===== src/rtl/cc_tag_sched_if.sv =====
// Request/response bundle between the ccTag sequencer and its neighbours:
// lookup/fill/invalidate requesters, the way array, and the eviction consumer.
interface cc_tag_sched_if #(
    parameter int WAYS  = 8,
    parameter int LADDR = 37
);
    logic                    start_init;
    logic                    init_busy;
    logic                    rd_req;
    logic [LADDR-1:0]        rd_addr;
    logic                    rd_gnt;
    logic                    fill_req;
    logic [LADDR-1:0]        fill_addr;
    logic                    fill_rdy;
    logic                    inv_req;
    logic [LADDR-1:0]        inv_addr;
    logic                    inv_rdy;
    logic                    tag_read_clkEn;
    logic [LADDR-1:0]        tag_read_phys_addr;
    logic [LADDR-1:0]        tag_write_phys_addr;
    logic                    tag_write_wen;
    logic                    tag_invalidate;
    logic                    tag_init;
    logic [WAYS-1:0]         tag_write_hit;
    logic [WAYS-1:0]         tag_exp_en;
    logic [WAYS*LADDR-1:0]   tag_expun_addr;
    logic                    evict_valid;
    logic [LADDR-1:0]        evict_addr;
    logic                    evict_inv;
    logic                    evict_ack;
    logic                    err_multi;

    modport slave (
        input  start_init, rd_req, rd_addr, fill_req, fill_addr, inv_req, inv_addr,
               tag_write_hit, tag_exp_en, tag_expun_addr, evict_ack,
        output init_busy, rd_gnt, fill_rdy, inv_rdy, tag_read_clkEn, tag_read_phys_addr,
               tag_write_phys_addr, tag_write_wen, tag_invalidate, tag_init,
               evict_valid, evict_addr, evict_inv, err_multi
    );

    modport master (
        output start_init, rd_req, rd_addr, fill_req, fill_addr, inv_req, inv_addr,
               tag_write_hit, tag_exp_en, tag_expun_addr, evict_ack,
        input  init_busy, rd_gnt, fill_rdy, inv_rdy, tag_read_clkEn, tag_read_phys_addr,
               tag_write_phys_addr, tag_write_wen, tag_invalidate, tag_init,
               evict_valid, evict_addr, evict_inv, err_multi
    );
endinterface


===== src/rtl/cc_tag_sched.sv =====
// Sequencer for one ccTag set: init sweep, invalidate/fill arbitration of the
// shared tag write port, and a one-entry victim buffer. State moves on negedge clk.
module cc_tag_sched #(
    parameter int WAYS   = 8,
    parameter int FILL_Q = 4,
    parameter int LADDR  = 37
) (
    input  logic         clk,
    input  logic         rst,
    cc_tag_sched_if.slave bus
);
    localparam int PW = $clog2(FILL_Q);
    localparam int CW = $clog2(FILL_Q + 1);

    typedef enum logic [1:0] {W_IDLE, W_WAIT, W_HOLD} wstate_e;

    wstate_e          state, state_nx;
    logic             init_busy;
    logic [7:0]       init_cnt;
    logic [LADDR-1:0] fifo_mem [FILL_Q];
    logic [PW-1:0]    wr_ptr, rd_ptr;
    logic [CW-1:0]    fifo_cnt;
    logic             fill_rdy, push, pop;
    logic             inv_pend, inv_take, inv_done;
    logic [LADDR-1:0] inv_addr_q;
    logic             op_inv, op_ready;
    logic             issue_inv, issue_fill, ev_load, err_set;
    logic             any_exp, multi_exp;
    logic [LADDR-1:0] exp_addr;
    logic             evict_valid, evict_inv, err_multi;
    logic [LADDR-1:0] evict_addr;

    // Sweep: 128 init strobes, then two extra busy cycles for the ways' init pipeline.
    // NOTE: sequential state uses non-blocking assignments so every register samples
    // pre-edge values; blocking here would create order-dependent simulation races.
    always_ff @(negedge clk) begin
        if (rst) begin
            init_busy <= 1'b0;
            init_cnt  <= '0;
        end else if (!init_busy) begin
            if (bus.start_init) begin
                init_busy <= 1'b1;
                init_cnt  <= '0;
            end
        end else begin
            if (init_cnt == 8'd129) init_busy <= 1'b0;
            init_cnt <= init_cnt + 8'd1;
        end
    end

    assign fill_rdy = (fifo_cnt != CW'(FILL_Q));
    assign push     = bus.fill_req & fill_rdy;

    // NOTE: the storage array is deliberately not reset; occupancy is defined only by
    // the pointers and count, and an unreset array maps onto plain RAM/flop arrays.
    always_ff @(negedge clk) begin
        if (push) fifo_mem[wr_ptr] <= bus.fill_addr;
    end

    always_ff @(negedge clk) begin
        if (rst) begin
            wr_ptr   <= '0;
            rd_ptr   <= '0;
            fifo_cnt <= '0;
        end else begin
            wr_ptr   <= wr_ptr + PW'(push);
            rd_ptr   <= rd_ptr + PW'(pop);
            fifo_cnt <= fifo_cnt + CW'(push) - CW'(pop);
        end
    end

    assign inv_take = bus.inv_req & ~inv_pend;

    always_ff @(negedge clk) begin
        if (rst) begin
            inv_pend   <= 1'b0;
            inv_addr_q <= '0;
        end else if (inv_take) begin
            inv_pend   <= 1'b1;
            inv_addr_q <= bus.inv_addr;
        end else if (inv_done) begin
            inv_pend   <= 1'b0;
        end
    end

    // Victim select: lowest-indexed way wins; x & (x-1) is nonzero iff two or more bits set.
    always_comb begin
        exp_addr = '0;
        for (int w = WAYS - 1; w >= 0; w--) begin
            if (bus.tag_exp_en[w]) exp_addr = bus.tag_expun_addr[w*LADDR +: LADDR];
        end
    end

    assign any_exp   = |bus.tag_exp_en;
    assign multi_exp = (bus.tag_exp_en & (bus.tag_exp_en - WAYS'(1))) != '0;
    assign op_ready  = inv_pend | (fifo_cnt != '0);

    // NOTE: every output of this block gets a default first so no path leaves a
    // signal unassigned, which would otherwise infer a latch.
    always_comb begin
        state_nx   = state;
        issue_inv  = 1'b0;
        issue_fill = 1'b0;
        inv_done   = 1'b0;
        pop        = 1'b0;
        ev_load    = 1'b0;
        err_set    = 1'b0;
        case (state)
            W_IDLE, W_HOLD: begin
                if (op_ready && !init_busy) begin
                    if (evict_valid) begin
                        state_nx = W_HOLD;
                    end else begin
                        state_nx   = W_WAIT;
                        issue_inv  = inv_pend;
                        issue_fill = ~inv_pend;
                    end
                end else begin
                    state_nx = W_IDLE;
                end
            end
            W_WAIT: begin
                state_nx = W_IDLE;
                ev_load  = any_exp;
                err_set  = multi_exp;
                inv_done = op_inv;
                pop      = ~op_inv & (|bus.tag_write_hit);
            end
            default: state_nx = W_IDLE;
        endcase
    end

    always_ff @(negedge clk) begin
        if (rst) begin
            state  <= W_IDLE;
            op_inv <= 1'b0;
        end else begin
            state <= state_nx;
            if (issue_inv || issue_fill) op_inv <= issue_inv;
        end
    end

    // Load and ack never coincide: an op only issues while the buffer is empty.
    always_ff @(negedge clk) begin
        if (rst) begin
            evict_valid <= 1'b0;
            evict_addr  <= '0;
            evict_inv   <= 1'b0;
            err_multi   <= 1'b0;
        end else begin
            if (ev_load) begin
                evict_valid <= 1'b1;
                evict_addr  <= exp_addr;
                evict_inv   <= op_inv;
            end else if (bus.evict_ack && evict_valid) begin
                evict_valid <= 1'b0;
            end
            if (err_set) err_multi <= 1'b1;
        end
    end

    assign bus.init_busy           = init_busy;
    assign bus.tag_init            = init_busy & ~init_cnt[7];
    assign bus.rd_gnt              = bus.rd_req & ~init_busy;
    assign bus.tag_read_clkEn      = bus.rd_req & ~init_busy;
    assign bus.tag_read_phys_addr  = bus.rd_addr;
    assign bus.tag_write_phys_addr = init_busy ? LADDR'(init_cnt[6:0]) :
                                     inv_pend  ? inv_addr_q : fifo_mem[rd_ptr];
    assign bus.tag_write_wen       = issue_fill;
    assign bus.tag_invalidate      = issue_inv;
    assign bus.fill_rdy            = fill_rdy;
    assign bus.inv_rdy             = ~inv_pend;
    assign bus.evict_valid         = evict_valid;
    assign bus.evict_addr          = evict_addr;
    assign bus.evict_inv           = evict_inv;
    assign bus.err_multi           = err_multi;
endmodule


===== src/flat_wrapper.sv =====
// flat-port wrapper written by rule: the top's interface ports become plain ports
module cc_tag_sched_flat 
#(
    parameter int WAYS   = 8,
    parameter int FILL_Q = 4,
    parameter int LADDR  = 37
)
  (clk, rst, bus_start_init, bus_rd_req, bus_rd_addr, bus_fill_req, bus_fill_addr, bus_inv_req, bus_inv_addr, bus_tag_write_hit, bus_tag_exp_en, bus_tag_expun_addr, bus_evict_ack, bus_init_busy, bus_rd_gnt, bus_fill_rdy, bus_inv_rdy, bus_tag_read_clkEn, bus_tag_read_phys_addr, bus_tag_write_phys_addr, bus_tag_write_wen, bus_tag_invalidate, bus_tag_init, bus_evict_valid, bus_evict_addr, bus_evict_inv, bus_err_multi);
  cc_tag_sched_if #(.WAYS(WAYS), .LADDR(LADDR)) bus_i ();
  input  logic clk;
  input  logic rst;
  input wire logic [$bits(bus_i.start_init)-1:0] bus_start_init;
  input wire logic [$bits(bus_i.rd_req)-1:0] bus_rd_req;
  input wire logic [$bits(bus_i.rd_addr)-1:0] bus_rd_addr;
  input wire logic [$bits(bus_i.fill_req)-1:0] bus_fill_req;
  input wire logic [$bits(bus_i.fill_addr)-1:0] bus_fill_addr;
  input wire logic [$bits(bus_i.inv_req)-1:0] bus_inv_req;
  input wire logic [$bits(bus_i.inv_addr)-1:0] bus_inv_addr;
  input wire logic [$bits(bus_i.tag_write_hit)-1:0] bus_tag_write_hit;
  input wire logic [$bits(bus_i.tag_exp_en)-1:0] bus_tag_exp_en;
  input wire logic [$bits(bus_i.tag_expun_addr)-1:0] bus_tag_expun_addr;
  input wire logic [$bits(bus_i.evict_ack)-1:0] bus_evict_ack;
  output wire logic [$bits(bus_i.init_busy)-1:0] bus_init_busy;
  output wire logic [$bits(bus_i.rd_gnt)-1:0] bus_rd_gnt;
  output wire logic [$bits(bus_i.fill_rdy)-1:0] bus_fill_rdy;
  output wire logic [$bits(bus_i.inv_rdy)-1:0] bus_inv_rdy;
  output wire logic [$bits(bus_i.tag_read_clkEn)-1:0] bus_tag_read_clkEn;
  output wire logic [$bits(bus_i.tag_read_phys_addr)-1:0] bus_tag_read_phys_addr;
  output wire logic [$bits(bus_i.tag_write_phys_addr)-1:0] bus_tag_write_phys_addr;
  output wire logic [$bits(bus_i.tag_write_wen)-1:0] bus_tag_write_wen;
  output wire logic [$bits(bus_i.tag_invalidate)-1:0] bus_tag_invalidate;
  output wire logic [$bits(bus_i.tag_init)-1:0] bus_tag_init;
  output wire logic [$bits(bus_i.evict_valid)-1:0] bus_evict_valid;
  output wire logic [$bits(bus_i.evict_addr)-1:0] bus_evict_addr;
  output wire logic [$bits(bus_i.evict_inv)-1:0] bus_evict_inv;
  output wire logic [$bits(bus_i.err_multi)-1:0] bus_err_multi;
  assign bus_i.start_init = bus_start_init;
  assign bus_i.rd_req = bus_rd_req;
  assign bus_i.rd_addr = bus_rd_addr;
  assign bus_i.fill_req = bus_fill_req;
  assign bus_i.fill_addr = bus_fill_addr;
  assign bus_i.inv_req = bus_inv_req;
  assign bus_i.inv_addr = bus_inv_addr;
  assign bus_i.tag_write_hit = bus_tag_write_hit;
  assign bus_i.tag_exp_en = bus_tag_exp_en;
  assign bus_i.tag_expun_addr = bus_tag_expun_addr;
  assign bus_i.evict_ack = bus_evict_ack;
  assign bus_init_busy = bus_i.init_busy;
  assign bus_rd_gnt = bus_i.rd_gnt;
  assign bus_fill_rdy = bus_i.fill_rdy;
  assign bus_inv_rdy = bus_i.inv_rdy;
  assign bus_tag_read_clkEn = bus_i.tag_read_clkEn;
  assign bus_tag_read_phys_addr = bus_i.tag_read_phys_addr;
  assign bus_tag_write_phys_addr = bus_i.tag_write_phys_addr;
  assign bus_tag_write_wen = bus_i.tag_write_wen;
  assign bus_tag_invalidate = bus_i.tag_invalidate;
  assign bus_tag_init = bus_i.tag_init;
  assign bus_evict_valid = bus_i.evict_valid;
  assign bus_evict_addr = bus_i.evict_addr;
  assign bus_evict_inv = bus_i.evict_inv;
  assign bus_err_multi = bus_i.err_multi;
  cc_tag_sched #(.WAYS(WAYS), .FILL_Q(FILL_Q), .LADDR(LADDR)) u_core (.clk(clk), .rst(rst), .bus(bus_i));
endmodule

===== config.mk =====
export PLATFORM = sky130hd
export DESIGN_NAME = cc_tag_sched_flat
export DESIGN_NICKNAME = d
export VERILOG_FILES = /design/src/rtl/cc_tag_sched_if.sv /design/src/rtl/cc_tag_sched.sv /design/src/flat_wrapper.sv
export SDC_FILE = /design/constraint.sdc
export NUM_CORES = 1
export LEC_CHECK = 0
export ABC_CLOCK_PERIOD_IN_PS = 9500
export CORE_AREA = 2 2 215 217
export CTS_CLUSTER_DIAMETER = 150
export DETAILED_ROUTE_END_ITERATION = 12
export DIE_AREA = 0 0 217 219
export PLACE_DENSITY = 0.53
export SYNTH_ARGS = -nofsm -noshare
export SYNTH_HDL_FRONTEND = slang
export SYNTH_SLANG_ARGS = --single-unit

===== constraint.sdc =====
create_clock -name clk -period 9.5 [get_ports clk]
set_input_delay 1.9 -clock clk [delete_from_list [all_inputs] [get_ports clk]]
set_output_delay 1.9 -clock clk [all_outputs]
set_load 0.02 [all_outputs]

## Word level (Yosys, flattened, before mapping)

Memories as Yosys holds them, arrays and structs flattened. A register that Yosys moved wholly into a read port is not among the register bits.
Index checks and enable logic that the tools add are counted.

| operators by class | value |
|---|---|
| muxes and demuxes | 33 |
| bitwise gates (word level) | 13 |
| reduce and logical (&&, ||, !) cells | 14 |
| eq/ne operators | 4 |
| $add $sub $neg | 6 |

Operators with widths:

| kind | number |
|---|---|
| $mux W37 | 10 |
| $mux W1 | 19 |
| $mux W8 | 2 |
| $reduce_or A8 Y1 | 2 |
| $add A8 B1 Y8 const B | 1 |
| $and A8 B8 Y8 | 1 |
| $eq A8 B8 Y1 const B | 1 |
| $reduce_bool A8 Y1 | 1 |
| $sub A8 B1 Y8 const B | 1 |
| $not A1 Y1 | 6 |
| $reduce_bool A2 Y1 | 3 |
| $and A1 B1 Y1 | 5 |
| $add A2 B1 Y2 | 2 |
| $mux W2 | 2 |
| $add A3 B1 Y3 | 1 |
| $ne A3 B3 Y1 const B | 1 |
| $reduce_bool A3 Y1 | 1 |
| $reduce_or A3 Y1 | 1 |
| $sub A3 B1 Y3 | 1 |
| $eq A2 B1 Y1 const B | 1 |
| $eq A2 B2 Y1 const B | 1 |
| $logic_and A1 B1 Y1 | 2 |
| $logic_not A2 Y1 | 1 |
| $reduce_or A2 Y1 | 1 |
| 3 further kinds | 3 |

| storage, ports and cells | value |
|---|---|
| bits of input ports | 430 |
| logic and storage cells | 84 |
| output and inout port bits | 122 |
| register bits after elaboration | 97 |
| memories | 1 |
| memory bits (writable) | 148 |

Memories:

| name | words | width | read ports | clocked after memory_dff | write ports | line | text |
|---|---|---|---|---|---|---|---|
| u_core.fifo_mem | 4 | 37 | 1 | 1 | 1 | cc_tag_sched.sv:20 | `logic [LADDR-1:0] fifo_mem [FILL_Q];` |

## Logic depth before layout (Yosys ltp)

Gate-level depths: netlist of run 1.

| logic depth | value |
|---|---|
| depth after elaboration | 8 |
| mapped depth | 8 |
| depth with buffers taken out | 8 |

==> flow_metrics.py, run 1 <==
metrics = {
    "status": {
        "status": "finished clean",
    },
    "clock_network": {
        "cts_hold_buf": 0,
        "cts_max_level": 1,
        "cts.sink_count": 245,
        "clockBufferDepth": 3,
        "post_cts_buffers": 0,
        "clkSlewWorstSetupHoldPaths_ps": 30,
        "cts_root_buf": "clkbuf_16",
        "cts_tree": "built",
        "numCtsBuffers": 30,
        "clk_latency_ps": 610,
    },
    "timing": {
        "slew_headroom_pct": 35.77,
        "grt_setup_unrepaired": "false",
        "fin_skew_ps": 23.53,
        "tightest_slew_ps": 963.5,
        "setup_viol": 0,
        "final_hold_viol_count": 0,
        "setup_tns_ps": 0,
        "finalMaxSlewViolations": 0,
        "setup_ws_ps": 219.2,
    },
    "yosys": {
        "synth_area_leader_cell": "edfxtp_1",
        "syn_inst": 1165,
        "syn_area_per_cell_um2": 10.41,
        "syn_area_um2": 12130,
        "ys_seq_area_share_pct": 52.67,
        "async_flop_share_pct": 0,
        "synth_top_area_share_pct": 36.65,
        "ys.flop_type": "edfxtp_1",
        "synthDistinctLibCells": 43,
        "netlist_top_cells_area": "edfxtp_1, dfxtp_1, mux4_2",
        "synth_edf_count": 148,
        "synth_nets": 1600,
        "synth_seq_cells": 245,
        "ys_warn_count": 0,
    },
    "route": {
        "vias": 11950,
        "wire_per_inst_um": 21.97,
        "vias_per_cell": 4.893,
        "drt_wl_total_um": 53660,
        "drc": 0,
        "drt_iter0_drc": 733,
        "first_pass_iters": 7,
        "drtAntennaViolNets": 0,
    },
    "final_layout": {
        "drive_gt1_share_pct": 8.283,
        "fin_util_pct": 42.88,
        "final_cell_mix": "clkdlybuf4s50_1, inv_1, a21oi_1, nand2_1, edfxtp_1",
        "layout_commonest_cell": "clkdlybuf4s50_1",
        "layout.nets": 2247,
        "area_growth_pct": 59.47,
        "final_area_um2": 19340,
    },
    "worst_setup_path": {
        "crit_slowest_cell": "clkdlybuf4s50_1",
        "arrival_ps": 7380,
        "crit_type": "register to output pin",
        "r2r_cells": 8,
        "cp-start-kind": "register",
        "path_buf_inv": 2,
        "cp_max_fo": 13,
        "path_cells": "buf_4, mux4_2, mux2i_1, o21ai_0, clkdlybuf4s50_1",
        "rr_startpoint": "u_core.fifo_cnt[1]",
        "end_kind": "output pin",
        "r2r-end": "u_core.fifo_cnt[2]",
        "cp_top_family": "buffers and inverters",
        "r2r_setup_slack_ps": 7290,
        "crit_required_ps": 7600,
        "slowest_delay_ps": 570,
    },
    "pwr": {
        "power.density_nw_per_um2": 205.1,
        "p_leak_nw": 7.731,
        "ir_worst_vdd_v": 0.0001589,
        "fin_total_pwr_mw": 3.967,
    },
    "die": {
        "die_area_um2": 47520,
        "core_um2": 45090,
        "start_util_pct": 26.89,
        "die_x_um": 217,
        "row_count": 78,
        "boundaryPins": 552,
        "die_h_um": 219,
    },
    "global_route": {
        "grt_pass1_vias": 12530,
        "grt-ovfl-total": 0,
        "grt_max_degree": 77,
        "grt_pass1_wl_um": 77260,
        "gr-usage-all-layers_pct": 21.89,
        "antenna_found_initial": 9,
    },
    "placed_design": {
        "place_area_um2": 17350,
        "place_ws_ps": 532.0,
        "dp_hpwl_um": 38530,
        "gp_congestion": 0.9781,
        "port_buffers": 477,
    },
    "min_path": {
        "min_to": "u_core.inv_addr_q[24]",
        "hold_class": "register to register",
        "hp-start": "u_core.inv_addr_q[24]",
        "worstHoldPathCells": 2,
    },
    "run": {
        "cap_violations": 0,
    },
}
[timing repair]
item,CTS,global route
setup endpoints to repair,12,1
resized for setup,1,1
cloned,0,0
[synthesized netlist by cell type, drive strengths merged (2+ instances only)]
cell type,count
a21oi,156
a221o,36
a221oi,38
a22oi,38
a311oi,38
buf,52
clkbuf,89
dfxtp,97
edfxtp,148
ha,4
inv,81
mux2i,6
mux4,37
nand2,150
nand2b,4
nand3,4
nand3b,38
nand4,3
nor2,53
nor2b,10
nor3,3
nor4,5
o211ai,3
o21ai,44
o31a,2
or2,4
or3,4
or4,2
xnor2,4
xor2,2
[routing by layer]
layer  up-vias  part of all wire (%)  GRT usage, %  wire (um)
li1       5603                     -             -          -
met1      5756                    43         26.70      22900
met2       458                    48         35.09      25490
met3       125                   6.3         6.722       3382
met4         6                   3.4         10.87       1844
met5         -                 0.084             0         45
[cell type report]
class / count / area (um2)
antenna: 7 / 17.52
tap: 600 / 750.7
sequential: 245 / 6394
multi-input combinational: 698 / 4790
timing repair buffer: 512 / 5117
fill: 4476 / 25750
clock inverter: 269 / 1191
inverter: 80 / 300.3
clock buffer: 31 / 775.7
[how the worst max path moves through the flow]
stage | cells past startpoint | slack [ps] | endpoint | start
floorplan | 4 | 600 | u_core.fifo_mem[1][0] | bus_fill_req
global placement | 5 | 580 | bus_tag_write_phys_addr[6] | u_core.rd_ptr[0]
detailed placement | 9 | 530 | u_core.fifo_cnt[2] | bus_tag_write_hit[5]
CTS | 4 | 100 | bus_tag_write_wen | u_core.fifo_cnt[1]
global route | 5 | 70 | bus_tag_write_phys_addr[6] | u_core.rd_ptr[0]
finish | 5 | 220 | bus_tag_write_phys_addr[6] | u_core.rd_ptr[0]
[registers in the layout (all words and copies together), names as in the netlist, 2 cells and up]
signal	count
u_core.inv_addr_q	37
u_core.fifo_mem	148
u_core.rd_ptr	2
u_core.init_cnt	8
u_core.wr_ptr	2
u_core.state	2
u_core.fifo_cnt	3
u_core.bus.evict_addr	37
[through the flow]
step / hold WS, ps / instances
3_3_place_gp: 442.7 / 2136
2_1_floorplan: 435.7 / 1165
6_report: 450.2 / 2442
3_5_place_dp: 446.3 / 2136
4_1_cts: 450.8 / 2435
5_1_grt: 466.0 / 2441
[kinds of logic (layout without fill, tap and decap cells)]
family                   count (synthesis)  count (layout)  share of synthesized area (%)
flip-flops                             245             245                          52.67
other                                    0               7                              0
adder cells (fa/ha/maj)                  6               6                         0.6604
buffers and inverters                  222             892                          8.307
XOR/XNOR                                 6               6                         0.4334
multiplexers                            43              43                          7.368
AND/OR/NAND/NOR                        282             282                          10.71
AO/OA/AOI/OAI                          361             361                          19.85
[power by group]
group | switching, mW | total, mW | internal [mW]
clock network | 0.733 | 1.60 | 0.870
logic | 0.517 | 1.03 | 0.510
registers | 0.0639 | 1.34 | 1.27
[tightest hold or removal path: stages, from the launching register on]
cell and delay (ps):
dfxtp_1 300, nand2_1 50, a21oi_1 50
(Power assumes the default switching activity.)
==> inputs of run 2 (changes only) <==
GPL_ROUTABILITY_DRIVEN = 0   (was not set)
==> flow_metrics.py, run 2 (synthesis results as in run 1) <==
metrics = {
    "status": {
        "status": "finished clean",
    },
    "final_layout": {
        "top_register": "u_core.fifo_mem",
        "drive_gt1_share_pct": 7.948,
        "stdcell_count": 2439,
        "largest_register_ffs": 148,
        "layout_commonest_cell": "clkdlybuf4s50_1",
        "area_growth_pct": 58.54,
        "biggestRegsByFlops": "u_core.fifo_mem x148, u_core.bus.evict_addr x37, u_core.inv_addr_q x37",
        "final_cell_mix": "clkdlybuf4s50_1, inv_1, a21oi_1, nand2_1, edfxtp_1",
        "layout.nets": 2252,
    },
    "timing": {
        "final_hold_viol_count": 0,
        "setup_tns_ps": 0,
        "setup_viol": 0,
        "tightest_slew_ps": 984.8,
        "fin_skew_ps": 17.62,
        "slew_headroom_pct": 34.35,
        "grt_setup_unrepaired": "false",
        "finalMaxSlewViolations": 0,
    },
    "die": {
        "die_x_um": 217,
        "start_util_pct": 26.89,
        "die_area_um2": 47520,
        "row_count": 78,
        "core_um2": 45090,
        "boundaryPins": 552,
        "die_h_um": 219,
    },
    "route": {
        "vias_per_cell": 4.921,
        "first_pass_iters": 5,
        "vias": 12000,
        "drtAntennaViolNets": 0,
        "wire_per_inst_um": 21.55,
        "drc": 0,
        "drt_iter0_drc": 725,
        "drt_wl_total_um": 52560,
    },
    "global_route": {
        "grt_pass1_vias": 12400,
        "grt_max_degree": 77,
        "grt_pass1_wl_um": 75270,
        "gr-usage-all-layers_pct": 21.33,
        "antenna_found_initial": 5,
        "grt-ovfl-total": 0,
    },
    "clock_network": {
        "cts_max_level": 1,
        "numCtsBuffers": 30,
        "clk_latency_ps": 620,
        "cts_root_buf": "clkbuf_16",
        "clockBufferDepth": 3,
        "cts.sink_count": 245,
        "clkSlewWorstSetupHoldPaths_ps": 40,
        "cts_hold_buf": 0,
        "cts_tree": "built",
    },
    "placed_design": {
        "port_buffers": 477,
        "dp_hpwl_um": 37490,
        "dp.cells": 2134,
    },
    "worst_setup_path": {
        "cp-startpoint": "u_core.fifo_cnt[1]",
        "arrival_ps": 7480,
        "crit_type": "register to output pin",
        "rr_startpoint": "u_core.fifo_cnt[1]",
        "cp_max_fo": 4,
        "cp-start-kind": "register",
        "end_kind": "output pin",
        "crit_required_ps": 7600,
    },
    "pwr": {
        "p_leak_nw": 7.731,
        "power.density_nw_per_um2": 199.6,
        "ir_worst_vdd_v": 0.0001392,
    },
    "min_path": {
        "hold_class": "register to register",
        "hp-start": "u_core.inv_addr_q[29]",
    },
    "run": {
        "cap_violations": 0,
    },
}
-- run 2: area by class of cell --
type	count	area, um2
diodes	2	5.005
clock buffers	31	775.7
clock inverters	266	1056
fillers	4464	25860
inverters	80	300.3
multi-input cells	698	4787
flip-flops and latches	245	6394
well taps	600	750.7
repair buffers	517	5155
-- run 2: path summary, 6_finish.rpt --
check / cells past startpoint / slack [ps] / endpoint
hold reg to reg: 2 / 450 / u_core.inv_addr_q[29]
setup / recovery: 4 / 120 / bus_tag_write_wen
hold / removal: 2 / 450 / u_core.inv_addr_q[29]
setup reg to reg: 7 / 7230 / u_core.fifo_mem[1][3]
-- run 2: power breakdown --
part | switching (mW) | leakage, nW | internal (mW) | total (mW)
sequential | 0.0603 | 2.15 | 1.27 | 1.33
clock | 0.718 | 1.78 | 0.752 | 1.47
combinational | 0.516 | 3.80 | 0.518 | 1.03
-- run 2: layer usage --
metal	GRT usage (%)	part of all wire (%)	vias up
met3	6.459	7.2	128
met1	26.02	42	5749
met5	0	0.067	-
li1	-	-	5605
met2	34.15	47	514
met4	10.80	3.9	6
-- run 2: timing repair --
item,4_1_cts,5_1_grt
endpoints found under the hold margin,0,0
gates resized for setup,1,0
endpoints found under the setup margin,25,3
setup buffers,0,7
-- run 2: worst max-delay path, stage by stage, from the launching register on --
cell and delay (ps):
dfxtp_1 380, nor4_1 100, or4_1 480, nor2_1 430, clkdlybuf4s50_1 720
-- run 2: per-stage QoR --
stage	instance area (um2)	hold WS, ps	setup slack (ps)	power, mW	utilization [%]
6_report	19220	447.8	123.3	3.837	42.64
5_1_grt	19220	472.3	26.79	4.114	42.63
4_1_cts	19170	451.2	61.66	3.903	42.51
3_5_place_dp	17340	446.6	516.6	2.526	38.45
3_3_place_gp	17340	441.8	551.2	2.519	38.45
2_1_floorplan	12140	435.7	600.7	2.021	-
==> inputs of run 3 (changes only) <==
GPL_ROUTABILITY_DRIVEN = not set   (was 0)
==> results of run 3 <==
Final layout, timing and power as in run 1 (identical DEF).
==> variant 1 (settings of run 3) <==
Re-encode `wstate_e` (3 states) as one-hot, 3 bits wide.
--- a/src/rtl/cc_tag_sched.sv
+++ b/src/rtl/cc_tag_sched.sv
@@ -12,7 +12,7 @@
     localparam int PW = $clog2(FILL_Q);
     localparam int CW = $clog2(FILL_Q + 1);
 
-    typedef enum logic [1:0] {W_IDLE, W_WAIT, W_HOLD} wstate_e;
+    typedef enum logic [2:0] {W_IDLE = 3'b001, W_WAIT = 3'b010, W_HOLD = 3'b100} wstate_e;
 
     wstate_e          state, state_nx;
     logic             init_busy;
Behaviour: no difference found for any inputs over 4 cycles, from zero or initial values and one cycle with rst high; so few cycles prove little.
==> variant 1 against run 3 <==
  * Total power down 11%
  * Core utilization up 0.37 points
  * Setup slack worse by 0.056 ns
  * Count of clock-buffer cells in the layout down 2
  * Clock power down 4%
  * Register-to-register slack worse by 0.33 ns
  * Wire length down 7.2%
  * Synthesized area up 1.8%
  * Hold slack better by 0.00081 ns
  * Sequential cell count up 1
  * Combinational power down 31%
  * Synthesized cell count up 0.34%
  * Design area up 0.85%
  * Global-route usage down 1.5 points
  * Critical path type unchanged
==> variant 1: results (changes against run 3) <==
| Metric | Value |
|---|---|
| Hpwl dp | 36.6 mm (was 38.5 mm) |
| Fillers | 4,456 (was 4,476) |
| Clk Latency, worst-skew pair | 0.62 ns |
| Fraction of layout cells with a size suffix above 1 | 9.39% (was 8.28%) |
| Worst min path class | reg2reg (unchanged) |
| CP arrival | 7.44 ns (was 7.38 ns) |
| Met2 Use GR | 33.9% (was 35.1%) |
| Vias in the first global route | 12,801 (was 12,531) |
| CP max stage delay | 0.69 ns (was 0.57 ns) |
| TritonRoute pass-1 iters | 5 (was 7) |
| H-tree depth | 1 (unchanged) |
| Nets@finish | 2,260 (was 2,247) |
| Met3 Use GR | 7.96% (was 6.72%) |
| Syn nets | 1,606 (was 1,600) |
| Status | finished clean (unchanged) |
| First-pass GRT wire length | 73.2 mm (was 77.3 mm) |
| Leak | 7.73 nW (about the same) |
| Total placed instance area | 0.0176 sq mm (was 0.0174 sq mm) |
| Post-synth cell types | 46 (was 43) |
| Skew final | 0.0215 ns (was 0.0235 ns) |
| Sequential share of the synthesized area | 51.9% (was 52.7%) |
| Max FO, Critical Path | 20 (was 13) |
| Synth cell count leaders | 155 x a21oi_1, 150 x nand2_1, 148 x edfxtp_1 (was 156 x a21oi_1, 150 x nand2_1, 148 x edfxtp_1) |
| Relative slew slack | 41.0% (was 35.8%) |
| Vias per cell | 4.86 (was 4.89) |
| CTS max path bufs | 3 (unchanged) |
| IO buf count | 477 (unchanged) |
| Drt total wl | 49.8 mm (was 53.7 mm) |
| TritonCTS buffer count | 29 (was 30) |
| Worst path slowest cell | dfxtp_2 (was clkdlybuf4s50_1) |
| Peak VDD IR | 134 uV (was 159 uV) |
| Antenna violations before repair | 10 (was 9) |
| Synth top area cells | edfxtp_1 36%, dfxtp_1 16%, mux4_2 6.7%, a21oi_1 6.3%, nand2_1 4.6% (was edfxtp_1 37%, dfxtp_1 16%, mux4_2 6.9%, a21oi_1 6.4%, nand2_1 4.6%) |
| Routability cong. | 0.895 (was 0.978) |
| Global routing usage on met1 | 22.8% (was 26.7%) |
| Iteration-0 DRC Markers | 735 (was 733) |
| Global Route Usage Sum | 20.4% (was 21.9%) |
| Largest net degree at the start of global routing | 73 (was 77) |
variant 1: worst paths after layout:
| kind | startpoint | endpoint | slack, ns | depth (start not counted) |
|---|---|---|---|---|
| worst min-delay path | u_core.inv_addr_q[5] | u_core.inv_addr_q[5] | 0.45 | 2 |
| worst max register to register | u_core.state[0] | u_core.fifo_cnt[2] | 6.96 | 10 |
| worst max-delay path | u_core.rd_ptr[1] | bus_tag_write_phys_addr[1] | 0.16 | 5 |
| worst min register to register | u_core.inv_addr_q[5] | u_core.inv_addr_q[5] | 0.45 | 2 |
variant 1: logic make-up (layout without fill, tap and decap cells):
logic type	count (synthesis)	count (layout)	synth area share [%]
muxes	44	44	7.32
AOI/OAI and AO/OA	359	359	20.8
xor gates and xnor gates	6	6	0.426
other	0	5	0
and+or+nand+nor	284	284	10.6
DFF	246	246	51.9
buffers and inverters	222	896	8.16
adders and majority gates	8	8	0.851
variant 1: stage by stage:
stage | setup WS, ns | std cells
final | 0.163 | 2448
after global routing | 0.0231 | 2446
after CTS | 0.0243 | 2443
after detailed placement | 0.373 | 2147
after global placement | 0.407 | 2147
after floorplan | 0.471 | 1169
variant 1: repair_timing:
action                     4_1_cts  5_1_grt
setup endpoints to repair        0        6
resized for setup                0        2
setup buffers                    0        0
variant 1: final cells by class:
class / count / area, sq um / share of cell area (%)
sequential: 246 / 6410 / 32.9
timing repair buffer: 518 / 5150 / 26.4
multi-input combinational: 701 / 4980 / 25.5
clock inverter: 268 / 1170 / 5.98
tap: 600 / 751 / 3.85
clock buffer: 29 / 726 / 3.72
inverter: 81 / 304 / 1.56
antenna: 5 / 12.5 / 0.0642
variant 1: worst reg2reg max path, stage by stage (launching register included):
cell and delay (ns):
dfxtp_1 0.31, nor3b_1 0.47, nand2b_1 0.17, a21oi_1 0.29, ha_1 0.29, inv_1 0.06, ha_1 0.13, inv_1 0.05
fa_1 0.40, xnor2_1 0.18, nor2_1 0.05
variant 1: where the power goes:
part / leakage (nW) / switching, mW / internal (mW)
sequential: 2.16 / 0.0374 / 1.25
combinational: 3.80 / 0.351 / 0.360
clock: 1.78 / 0.729 / 0.809
total: 7.73 / 1.12 / 2.41
variant 1: layer usage:
layer | vias up | share of wire [%]
met3 | 116 | 8.6
met5 | - | 0.11
met2 | 501 | 49
li1 | 5616 | -
met4 | 8 | 3.7
met1 | 5666 | 39
==> variant 2 (settings of run 3) <==
Made on the original files. `WAYS` is set to 8 in 3 places; all go to 4.
--- a/src/rtl/cc_tag_sched_if.sv
+++ b/src/rtl/cc_tag_sched_if.sv
@@ -1,7 +1,7 @@
 // Request/response bundle between the ccTag sequencer and its neighbours:
 // lookup/fill/invalidate requesters, the way array, and the eviction consumer.
 interface cc_tag_sched_if #(
-    parameter int WAYS  = 8,
+    parameter int WAYS  = 4,
     parameter int LADDR = 37
 );
     logic                    start_init;
--- a/src/rtl/cc_tag_sched.sv
+++ b/src/rtl/cc_tag_sched.sv
@@ -1,7 +1,7 @@
 // Sequencer for one ccTag set: init sweep, invalidate/fill arbitration of the
 // shared tag write port, and a one-entry victim buffer. State moves on negedge clk.
 module cc_tag_sched #(
-    parameter int WAYS   = 8,
+    parameter int WAYS   = 4,
     parameter int FILL_Q = 4,
     parameter int LADDR  = 37
 ) (
--- a/src/flat_wrapper.sv
+++ b/src/flat_wrapper.sv
@@ -1,7 +1,7 @@
 // flat-port wrapper written by rule: the top's interface ports become plain ports
 module cc_tag_sched_flat 
 #(
-    parameter int WAYS   = 8,
+    parameter int WAYS   = 4,
     parameter int FILL_Q = 4,
     parameter int LADDR  = 37
 )
Interface: changed (resized bus_tag_exp_en, bus_tag_expun_addr and bus_tag_write_hit); port bits go from 552 to 396. The function was not compared with the original's and may differ.
==> variant 2 against run 3 <==
  * Design area down 16%
  * Combinational power down 27%
  * Wire length down 20%
  * First-iteration DRC count down 30%
  * Synthesized area down 13%
  * Total power down 6.7%
  * Sequential cell count unchanged
  * Setup slack worse by 0.018 ns
==> variant 2: results (changes against run 3) <==
| Metric | Value |
|---|---|
| IO buf count | 321 (was 477) |
| Syn nets | 1,128 (was 1,600) |
| TritonRoute pass-1 iters | 4 (was 7) |
| Met2 Use GR | 30.0% (was 35.1%) |
| Vias per cell | 4.62 (was 4.89) |
| Skew final | 0.0408 ns (was 0.0235 ns) |
| Routability cong. | 0.935 (was 0.978) |
| Max FO, Critical Path | 12 (was 13) |
| Placed insts | 1,689 (was 2,136) |
| Antenna violations before repair | 12 (was 9) |
| Largest net degree at the start of global routing | 40 (was 77) |
| Relative slew slack | 28.3% (was 35.8%) |
| # Post-CTS Setup Buffers | 1 (was 0) |
| First-pass GRT wire length | 60.6 mm (was 77.3 mm) |
| Drt total wl | 42.8 mm (was 53.7 mm) |
| Cts repair resizes | 0 (was 1) |
| Synth top area cells | edfxtp_1 42%, dfxtp_1 18%, mux4_2 7.1%, nand2_1 5.4%, a221oi_1 3.2% (was edfxtp_1 37%, dfxtp_1 16%, mux4_2 6.9%, a21oi_1 6.4%, nand2_1 4.6%) |
| Total placed instance area | 0.0141 sq mm (was 0.0174 sq mm) |
| Cells after Synth | 847 (was 1,165) |
| Fraction of layout cells with a size suffix above 1 | 9.65% (was 8.28%) |
| Fillers | 4,613 (was 4,476) |
| Status | finished clean (unchanged) |
| Leak | 6.37 nW (was 7.73 nW) |
| Place WS | 0.309 ns (was 0.532 ns) |
| Fin cells | 1,995 (was 2,442) |
| Hpwl dp | 29.6 mm (was 38.5 mm) |
| Clk Latency, worst-skew pair | 0.64 ns (was 0.61 ns) |
| Vias in the first global route | 9,854 (was 12,531) |
| Sequential share of the synthesized area | 60.8% (was 52.7%) |
| Power density cells | 229 mW/mm^2 (was 205 mW/mm^2) |
| Iteration-0 DRC Markers | 515 (was 733) |
| Met3 Use GR | 8.25% (was 6.72%) |
| Routed length on met3 | 4.02 mm (was 3.38 mm) |
| CP arrival | 7.40 ns (was 7.38 ns) |
| Synth cell count leaders | 151 x nand2_1, 148 x edfxtp_1, 97 x dfxtp_1 (was 156 x a21oi_1, 150 x nand2_1, 148 x edfxtp_1) |
==> variant 2: changes by cell type in the layout (fill, tap and decap cells not counted), moves of 36 or more <==
cell             delta
clkdlybuf4s50_1   -150
a21oi_1            -97
inv_1              -64
nand3b_1           -38
o21ai_0            -38
nor2_1             -37
o32ai_1            +37
a221o_1            -36
a22oi_1            -36
a311oi_1           -36
o22ai_1            +36
==> variant 2: final timing paths <==
path / from / endpoint / slack [ns] / cells past startpoint
worst max-delay path: u_core.rd_ptr[0] / bus_tag_write_phys_addr[25] / 0.20 / 4
worst min-delay path: u_core.bus.err_multi / u_core.bus.err_multi / 0.44 / 2
worst max register to register: u_core.state[0] / u_core.fifo_cnt[2] / 7.41 / 9
worst min register to register: u_core.bus.err_multi / u_core.bus.err_multi / 0.44 / 2
==> variant 2: power breakdown <==
part | internal (mW) | switching, mW | leakage, nW
logic | 0.367 | 0.381 | 2.39
registers | 1.26 | 0.0520 | 2.15
clock network | 0.904 | 0.739 | 1.83
==> variant 2: final cells by class <==
cell class | instances | area share (%)
clock buffer | 30 | 4.65
timing repair buffer | 349 | 21.5
sequential | 245 | 39.6
antenna | 6 | 0.0930
multi-input combinational | 481 | 21.5
clock inverter | 270 | 7.72
tap | 600 | 4.65
inverter | 14 | 0.325
==> variant 2: critical path, stage by stage, from the launching register on <==
cell	delay [ns]
dfxtp_4	0.50
buf_8	0.23
mux4_2	0.55
a22o_1	0.21
clkdlybuf4s50_1	0.54
==> variant 2: cells by family after synthesis <==
kind of cell,Yosys count,share of synthesized area (%)
AO/OA/AOI/OAI,210,14.2
flip-flops,245,60.8
AND/OR/NAND/NOR,216,9.12
XOR/XNOR,5,0.417
adder cells (fa/ha/maj),8,1.00
buffers and inverters,121,6.46
multiplexers,42,7.94
